## src/rtl/gnr_pkg.sv

```systemverilog
// Shared definitions for the GRN attractor controller: FSM encodings, default sizes and
// a saturating-increment helper.
package gnr_pkg;

    localparam int unsigned GNR_N_NODES = 8;
    localparam int unsigned GNR_CNT_W   = 16;

    localparam logic [2:0] StIdle   = 3'd0;
    localparam logic [2:0] StLoad   = 3'd1;
    localparam logic [2:0] StRun    = 3'd2;
    localparam logic [2:0] StPeriod = 3'd3;
    localparam logic [2:0] StDone   = 3'd4;

    function automatic logic [31:0] sat_inc(input logic [31:0] value,
                                            input logic [31:0] max_value);
        return (value >= max_value) ? value : value + 32'd1;
    endfunction

endpackage

```

## src/rtl/gnr_sat_counter.sv

```systemverilog
// Up-counter with synchronous clear (priority over enable) that sticks at all-ones.
module gnr_sat_counter
    import gnr_pkg::*;
#(
    parameter int unsigned CNT_W = GNR_CNT_W
) (
    input  logic             clk,
    input  logic             rst_n,
    input  logic             clear,
    input  logic             enable,
    output logic [CNT_W-1:0] count
);

    localparam logic [31:0] MaxCount = 32'({CNT_W{1'b1}});

    logic [CNT_W-1:0] count_q, count_d;

    always_comb begin
        count_d = count_q;
        if (clear) begin
            count_d = '0;
        end else if (enable) begin
            count_d = CNT_W'(sat_inc(32'(count_q), MaxCount));
        end
    end

    always_ff @(posedge clk or negedge rst_n) begin
        if (!rst_n) begin
            count_q <= '0;
        end else begin
            count_q <= count_d;
        end
    end

    assign count = count_q;

endmodule

```

## src/rtl/gnr_attractor_ctrl.sv

```systemverilog
// Floyd cycle-detection controller for a bank of GRN nodes (s0 = tortoise, s1 = hare).
// Optional step limit enabled by defining GNR_TIMEOUT_EN.
module gnr_attractor_ctrl
    import gnr_pkg::*;
#(
    parameter int unsigned N_NODES   = GNR_N_NODES,
    parameter int unsigned CNT_W     = GNR_CNT_W,
    parameter int unsigned MAX_STEPS = 32'hFFFF
) (
    input  logic               clk,
    input  logic               rst_n,
    input  logic               init_valid,
    output logic               init_ready,
    input  logic [N_NODES-1:0] init_state_in,
    output logic [N_NODES-1:0] reset_nos,
    output logic [N_NODES-1:0] init_state,
    output logic [N_NODES-1:0] start_s0,
    output logic [N_NODES-1:0] start_s1,
    input  logic [N_NODES-1:0] s0_vec,
    input  logic [N_NODES-1:0] s1_vec,
    output logic               res_valid,
    input  logic               res_ready,
    output logic [CNT_W-1:0]   res_meet,
    output logic [CNT_W-1:0]   res_period,
    output logic [N_NODES-1:0] res_state,
    output logic               res_timeout
);

    logic [2:0]         state_q, state_d;
    logic [N_NODES-1:0] init_state_q;
    logic [CNT_W-1:0]   res_meet_q, res_period_q;
    logic [N_NODES-1:0] res_state_q;
    logic [CNT_W-1:0]   c_cnt, p_cnt;

    logic in_idle, in_load, in_run, in_period, in_done;
    logic match, meet, period_hit, run_timeout, period_timeout;
    logic run_step, period_step;

    assign in_idle   = (state_q == StIdle);
    assign in_load   = (state_q == StLoad);
    assign in_run    = (state_q == StRun);
    assign in_period = (state_q == StPeriod);
    assign in_done   = (state_q == StDone);

    assign match      = (s0_vec == s1_vec);
    // Only even c compares x(c/2) against x(c); c = 0 is the trivial start-point match.
    assign meet       = in_run && match && (c_cnt >= CNT_W'(2)) && !c_cnt[0];
    assign period_hit = in_period && match && (p_cnt != '0);

`ifdef GNR_TIMEOUT_EN
    logic res_timeout_q;

    assign run_timeout    = in_run && !meet && (32'(c_cnt) >= MAX_STEPS);
    assign period_timeout = in_period && !period_hit && (32'(p_cnt) >= MAX_STEPS);

    always_ff @(posedge clk or negedge rst_n) begin
        if (!rst_n) begin
            res_timeout_q <= 1'b0;
        end else if (in_load) begin
            res_timeout_q <= 1'b0;
        end else if (run_timeout || period_timeout) begin
            res_timeout_q <= 1'b1;
        end
    end

    assign res_timeout = res_timeout_q;
`else
    logic unused_max_steps;

    assign run_timeout      = 1'b0;
    assign period_timeout   = 1'b0;
    assign unused_max_steps = ^MAX_STEPS;
    assign res_timeout      = 1'b0;
`endif

    // No pulse in the cycle that ends a phase, so the trajectories stay where they matched.
    assign run_step    = in_run && !meet && !run_timeout;
    assign period_step = in_period && !period_hit && !period_timeout;

    always_comb begin
        state_d = state_q;
        case (state_q)
            StIdle:   if (init_valid) state_d = StLoad;
            StLoad:   state_d = StRun;
            StRun: begin
                if (meet) begin
                    state_d = StPeriod;
                end else if (run_timeout) begin
                    state_d = StDone;
                end
            end
            StPeriod: if (period_hit || period_timeout) state_d = StDone;
            StDone:   if (res_ready) state_d = StIdle;
            default:  state_d = StIdle;
        endcase
    end

    always_ff @(posedge clk or negedge rst_n) begin
        if (!rst_n) begin
            state_q      <= StIdle;
            init_state_q <= '0;
            res_meet_q   <= '0;
            res_period_q <= '0;
            res_state_q  <= '0;
        end else begin
            state_q <= state_d;
            if (in_idle && init_valid) begin
                init_state_q <= init_state_in;
            end
            if (in_load) begin
                res_meet_q   <= '0;
                res_period_q <= '0;
                res_state_q  <= '0;
            end
            if (meet) begin
                res_meet_q <= c_cnt;
            end
            if (period_hit) begin
                res_period_q <= p_cnt;
                res_state_q  <= s1_vec;
            end
        end
    end

    gnr_sat_counter #(
        .CNT_W (CNT_W)
    ) u_step_cnt (
        .clk    (clk),
        .rst_n  (rst_n),
        .clear  (in_load),
        .enable (in_run),
        .count  (c_cnt)
    );

    gnr_sat_counter #(
        .CNT_W (CNT_W)
    ) u_period_cnt (
        .clk    (clk),
        .rst_n  (rst_n),
        .clear  (meet),
        .enable (in_period),
        .count  (p_cnt)
    );

    assign init_ready = in_idle;
    assign reset_nos  = {N_NODES{in_load}};
    assign init_state = init_state_q;
    assign start_s0   = {N_NODES{run_step}};
    assign start_s1   = {N_NODES{run_step || period_step}};
    assign res_valid  = in_done;
    assign res_meet   = res_meet_q;
    assign res_period = res_period_q;
    assign res_state  = res_state_q;

endmodule

```

## config.mk

```make
export PLATFORM = sky130hd
export DESIGN_NAME = gnr_attractor_ctrl
export DESIGN_NICKNAME = d
export VERILOG_FILES = /design/src/rtl/gnr_pkg.sv /design/src/rtl/gnr_sat_counter.sv /design/src/rtl/gnr_attractor_ctrl.sv
export SDC_FILE = /design/constraint.sdc
export NUM_CORES = 1
export LEC_CHECK = 0
export BUFFER_PORTS_ARGS = -buffer_cell sky130_fd_sc_hd__buf_2
export CAP_MARGIN = 30
export CORE_MARGIN = 10
export CORE_UTILIZATION = 29
export DETAILED_ROUTE_END_ITERATION = 8
export MAX_ROUTING_LAYER = met4
export SYNTH_ARGS = -nofsm -noshare
export SYNTH_HDL_FRONTEND = slang
export SYNTH_SLANG_ARGS = --single-unit
```

## constraint.sdc

```tcl
create_clock -name clk -period 4.2 [get_ports clk]
set_clock_uncertainty 0.2 [all_clocks]
set_input_delay 0 -clock clk [delete_from_list [all_inputs] [get_ports clk]]
set_output_delay 0 -clock clk [all_outputs]
set_load 0.01 [all_outputs]
```

# Word level (Yosys, flattened, before mapping)
# Index checks and enable logic that the tools add are counted.
op_classes:
  n_addsub: 2
  n_reduce_logical: 21
  muxes: 16
  magnitude_cmp: 3
  eq_ne: 11
ops:
  columns: ["op", "count"]
  rows:
  - ["16-bit two-way mux", 9]
  - ["16-bit by 1-bit adder with 16-bit output (second input constant)", 2]
  - ["16-bit >= comparator (second input constant)", 2]
  - ["16-bit by 2-bit >= comparator with 1-bit output (second input constant)", 1]
  - ["8-bit two-way mux", 2]
  - ["16-bit nonzero test", 1]
  - ["3-bit case mux with 5 select lines", 1]
  - ["3-bit two-way mux", 4]
  - ["8-bit equality test", 1]
  - ["1-bit logical AND", 8]
  - ["2-bit nonzero test", 4]
  - ["3-bit by 2-bit equality test with 1-bit output (second input constant)", 2]
  - ["2-bit by 1-bit != test with 1-bit output (second input constant)", 3]
  - ["2-bit != test (second input constant)", 3]
  - ["2-bit AND reduction", 2]
  - ["4-bit AND reduction", 1]
  - ["3-bit by 1-bit equality test with 1-bit output (second input constant)", 1]
  - ["3-bit equality test (second input constant)", 1]
  - ["1-bit logical NOT", 3]
  - ["3-bit logical NOT", 1]
  - ["1-bit logical OR", 1]
word_totals:
  reg_bits: 83
  inputBits: 28
  word_cells: 60

# Depth between registers and ports, before layout
logic_depth:
  ltp_word: 7
  depth_mapped: 9

# Hierarchy
# From an unflattened synthesis, not the netlist that was laid out.
hier_totals:
  cells_unflattened: 436
  hier_area_um2: 4399.2
by_module_without_submodules:
  columns: ["module", "n_inst", "cells_per_inst", "area_each_um2"]
  rows:
  - ["gnr_attractor_ctrl", 1, 254, 2640.0]
  - ["gnr_sat_counter", 2, 91, 879.6]

# Worst setup path before layout
# OpenSTA, ideal clock, no wires.
synth_timing:
  path_type: "flip-flop to output port"
  startpoint: "register u_step_cnt.count_q[0], in the netlist u_step_cnt.count[0]"
  endpoint: "output port start_s0[0]"
  path_slack_ns: 1.783
  stages_incl_launch_ff: 10
  t_arrival_ns: 2.217
  required_time_ns: 4.000
  path_cell_list: "dfrtp_1 inv_1 ha_1 nor4_1 nand4_1 and4bb_1 buf_2 buf_2 nor3_1 buf_4"
synth_via:
  elab_chain_len: 5
synth_lines:
  columns: ["element", "line", "text"]
  rows:
  - ["start, declared", "gnr_sat_counter.sv:16", "logic [CNT_W-1:0] count_q, count_d;"]
  - ["start signal, assigned", "gnr_sat_counter.sv:31", "count_q <= count_d;"]
  - ["16-bit by 2-bit >= comparator with 1-bit output", "gnr_attractor_ctrl.sv:47", "assign meet = in_run && match && (c_cnt >= CNT_W'(2)) && !c_cnt[0];"]
  - ["1-bit logical AND", "gnr_attractor_ctrl.sv:47", null]
  - ["1-bit logical AND (*)", "gnr_attractor_ctrl.sv:47", null]
  - ["1-bit logical NOT (*)", "gnr_attractor_ctrl.sv:77", "assign run_step = in_run && !meet && !run_timeout;"]
  - ["1-bit logical AND (*)", "gnr_attractor_ctrl.sv:77", null]
  - ["end, declared", "gnr_attractor_ctrl.sv:17", "output logic [N_NODES-1:0] start_s0,"]
# Every way passes the cells marked *; elsewhere a longest branch is shown, timed or not.

# Worst setup path in the final report
# Ends and elaborated chain as after synthesis.

==> results.py <==
metrics = {
    "run_status": {
        "status": "finished with violations",
        "failed_checks": "negative hold slack",
    },
    "grt": {
        "grt_max_degree": 44,
        "grt_overflow": 0,
        "met3_usage": 0.0382,
        "grtUsageTotal": 0.118,
        "grt-busiest-layer": "met2",
        "grtUsageMet2": 0.183,
        "grt_pass1_wl_um": 18300,
        "antenna_found_initial": 1,
        "use_met1": 0.140,
        "grt_pass1_vias": 3358,
    },
    "setup_path": {
        "cpPeakStageDelay_ns": 0.54,
        "cp-end-kind": "primary output",
        "start_kind": "flop",
        "cp_cell_sequence": "inv_1 > ha_1 > nor4_1 > nand4_1 > and4bb_1 > nor3_1 > buf_2",
        "path_class": "flop to primary output",
        "arrival_ns": 2.71,
        "cp_slowest_cell": "nor3_1",
        "cp_max_fo": 12,
        "worstPathRequired_ns": 4.00,
    },
    "placement": {
        "gp_congestion": 0.864,
        "numPortBuffers": 101,
        "hpwlAfterDp_um": 8160,
        "placed_cell_area_um2": 4690,
        "dpl_worst_slack_ns": 1.46,
    },
    "die": {
        "core_um2": 14000,
        "std_cell_rows": 43,
        "die_area_um2": 19600,
        "ios": 103,
        "die-width_um": 140,
        "die_h_um": 140,
        "start_util": 0.299,
    },
    "sta": {
        "worstMarginPinSlew_ns": 1.02,
        "fin_hold_ws_ns": -0.00958,
        "setup_violations": 0,
        "fin_crit_sh": 0.692,
        "final.setup.worst_slack_ns": 1.29,
        "drv_slew": 0,
        "rsz0062_at_grt": "false",
        "hold_viol": 7,
        "timing.max_slew.rel_slack": 0.317,
        "setup_tns_ns": 0,
        "fmax_mhz": 344,
        "final.min_clock_period_ns": 2.91,
    },
    "synthesis": {
        "synthCells": 420,
        "syn-cell-area_um2": 4180,
        "synth_ff_type": "dfrtp_1",
        "synth-edff-count": 0,
        "syn-num-nets": 452,
        "ys_warn_count": 0,
        "synth-seq-area-share": 0.496,
        "synthArstFlopShare": 1.00,
        "postSynthAreaPerCell_um2": 9.96,
        "ys_ff_latch": 83,
        "ys_types": 57,
    },
    "detailed_routing": {
        "route.detailed.drc": 0,
        "wl_per_cell_um": 16.2,
        "drt-initial-drc-count": 266,
        "avgViaCountPerCell": 4.85,
        "routed-via-count": 3380,
        "wl_um": 11300,
        "ant_nets": 0,
        "dr.pass1.iters": 4,
    },
    "cells_and_area": {
        "post-route-util": 0.368,
        "final_area_um2": 5140,
        "drive_gt1_frac": 0.273,
        "finalNetCount": 543,
        "area_growth_pct": 22.9,
        "num-fill-cells": 1418,
    },
    "cts": {
        "clk_latency_ns": 0.34,
        "clk_pin_slew_worst_paths_ns": 0.06,
        "cts_max_level": 3,
        "cts_resized": 0,
        "cts_inserted_buffers": 9,
        "ctsHoldBuffers": 19,
        "clk_path_buf_depth": 2,
        "post-cts-setup-buffers": 0,
        "root_buffer": "clkbuf_16",
        "cts_tree": "yes",
        "numClockSinks": 83,
    },
    "power": {
        "leakagePower_nw": 2.35,
        "p_per_area_nw_per_um2": 541,
        "peakVddDrop_v": 0.000205,
    },
    "worst_hold_path": {
        "min_path_type": "input pin to async pin",
    },
    "flow_run": {
        "maxCapViolCount": 0,
    },
}
## worst paths after layout
path / slack (ns) / cells past startpoint / to / start
worst max-delay path: 1.29 / 7 / start_s0[0] / u_step_cnt.count[0]$_DFFE_PN0P_
worst min-delay path: -0.01 / 2 / res_meet[6]$_DFFE_PN0P_ / rst_n
worst max register to register: 1.46 / 8 / res_period[10]$_DFFE_PN0P_ / u_period_cnt.count[0]$_DFFE_PN0P_
worst min register to register: 0.29 / 2 / res_meet[0]$_DFFE_PN0P_ / res_meet[0]$_DFFE_PN0P_
max in group asynchronous: 3.18 / 3 / res_period[6]$_DFFE_PN0P_ / rst_n
min in group clk: 0.17 / 6 / res_state[5]$_DFFE_PN0P_ / s0_vec[2]
## metrics by stage
step | power [mW] | cells | hold slack (ns)
6_report | 2.78 | 697 | -0.00958
5_1_grt | 2.98 | 697 | 0.0232
4_1_cts | 2.82 | 696 | 0.00363
3_3_place_gp | 2.04 | 660 | 0.0336
3_5_place_dp | 2.07 | 661 | -0.167
2_1_floorplan | 1.78 | 420 | -0.496
## power by group
part	leakage, nW	internal (mW)	switching [mW]
Clock	0.127	0.401	0.311
Combinational	1.26	0.353	0.464
Sequential	0.959	1.01	0.246
Total	2.35	1.76	1.02
## layout by cell type (no fill, tap or decap), drive strengths merged, types with 2 or more instances in the layout
cell         instances
mux2i                2
and4                 2
buf                106
and3                 7
nand4                4
o21ai               36
a311oi               2
or3                  9
xor2                11
xnor2               14
nor4                13
dlygate4sd3         19
nor3                10
nand2               62
a22o                15
inv                  8
dfrtp               83
clkbuf              12
o211ai               3
clkinv               2
o2111ai              3
a21oi               13
nand3               16
and2                 3
nor2                27
mux2                 9
nand2b               4
ha                   4
## area by class of cell
| type | count | area (um^2) | share of cell area |
|---|---|---|---|
| flip-flops and latches | 83 | 2080 | 0.404 |
| multi-input cells | 285 | 1800 | 0.350 |
| clock buffers | 12 | 236 | 0.0460 |
| well taps | 180 | 225 | 0.0438 |
| repair buffers | 125 | 748 | 0.146 |
| diodes | 1 | 2.50 | 0.000487 |
| clock inverters | 4 | 26.3 | 0.00511 |
| inverters | 7 | 26.3 | 0.00511 |
## kinds of logic after synthesis
kind of cell / count (synthesis) / synth area share
simple gates: 163 / 0.205
flops: 83 / 0.496
compound gates: 81 / 0.129
buf+inv: 52 / 0.0757
xor+xnor: 25 / 0.0523
mux: 11 / 0.0290
fa+ha+maj: 4 / 0.0120
other cells: 1 / 0.000896
## sequential cells by signal, indices dropped and copies added, names as in the netlist
name and flops:
init_state 8, res_meet 16, res_period 16, res_state 8, state_q 3, u_period_cnt.count 16, u_step_cnt.count 16
## Yosys cell counts (3+ instances only)
cell,n,area share
dfrtp_1,83,0.50
nand2_1,61,0.055
o21ai_0,34,0.041
nor2_1,27,0.024
buf_4,25,0.045
a22o_1,15,0.031
nand3_1,15,0.018
xnor2_1,14,0.029
a21oi_1,13,0.016
xor2_1,11,0.023
nor4_1,10,0.015
or3_1,9,0.013
buf_2,8,0.0096
mux2_2,8,0.022
inv_1,7,0.0063
nor3_1,7,0.0084
and3_1,6,0.0090
clkbuf_1,6,0.0054
ha_1,4,0.012
nand2b_1,4,0.0060
nand4_1,4,0.0060
and2_1,3,0.0045
o2111ai_1,3,0.0063
## layer usage
| layer | vias up | share of wire |
|---|---|---|
| met2 | 97 | 0.48 |
| met3 | 21 | 0.057 |
| met4 | 0 | 0.022 |
| li1 | 1638 | - |
| met1 | 1624 | 0.44 |
| met5 | - | 0 |
## critical path, delay by kind of cell (launching register included)
family / cells / cell delay, ns
adders and majority gates: 1 / 0.21
buffers and inverters: 2 / 0.32
DFF: 1 / 0.44
and+or+nand+nor: 4 / 1.38
No activity file was read; power rests on OpenSTA's default activity.
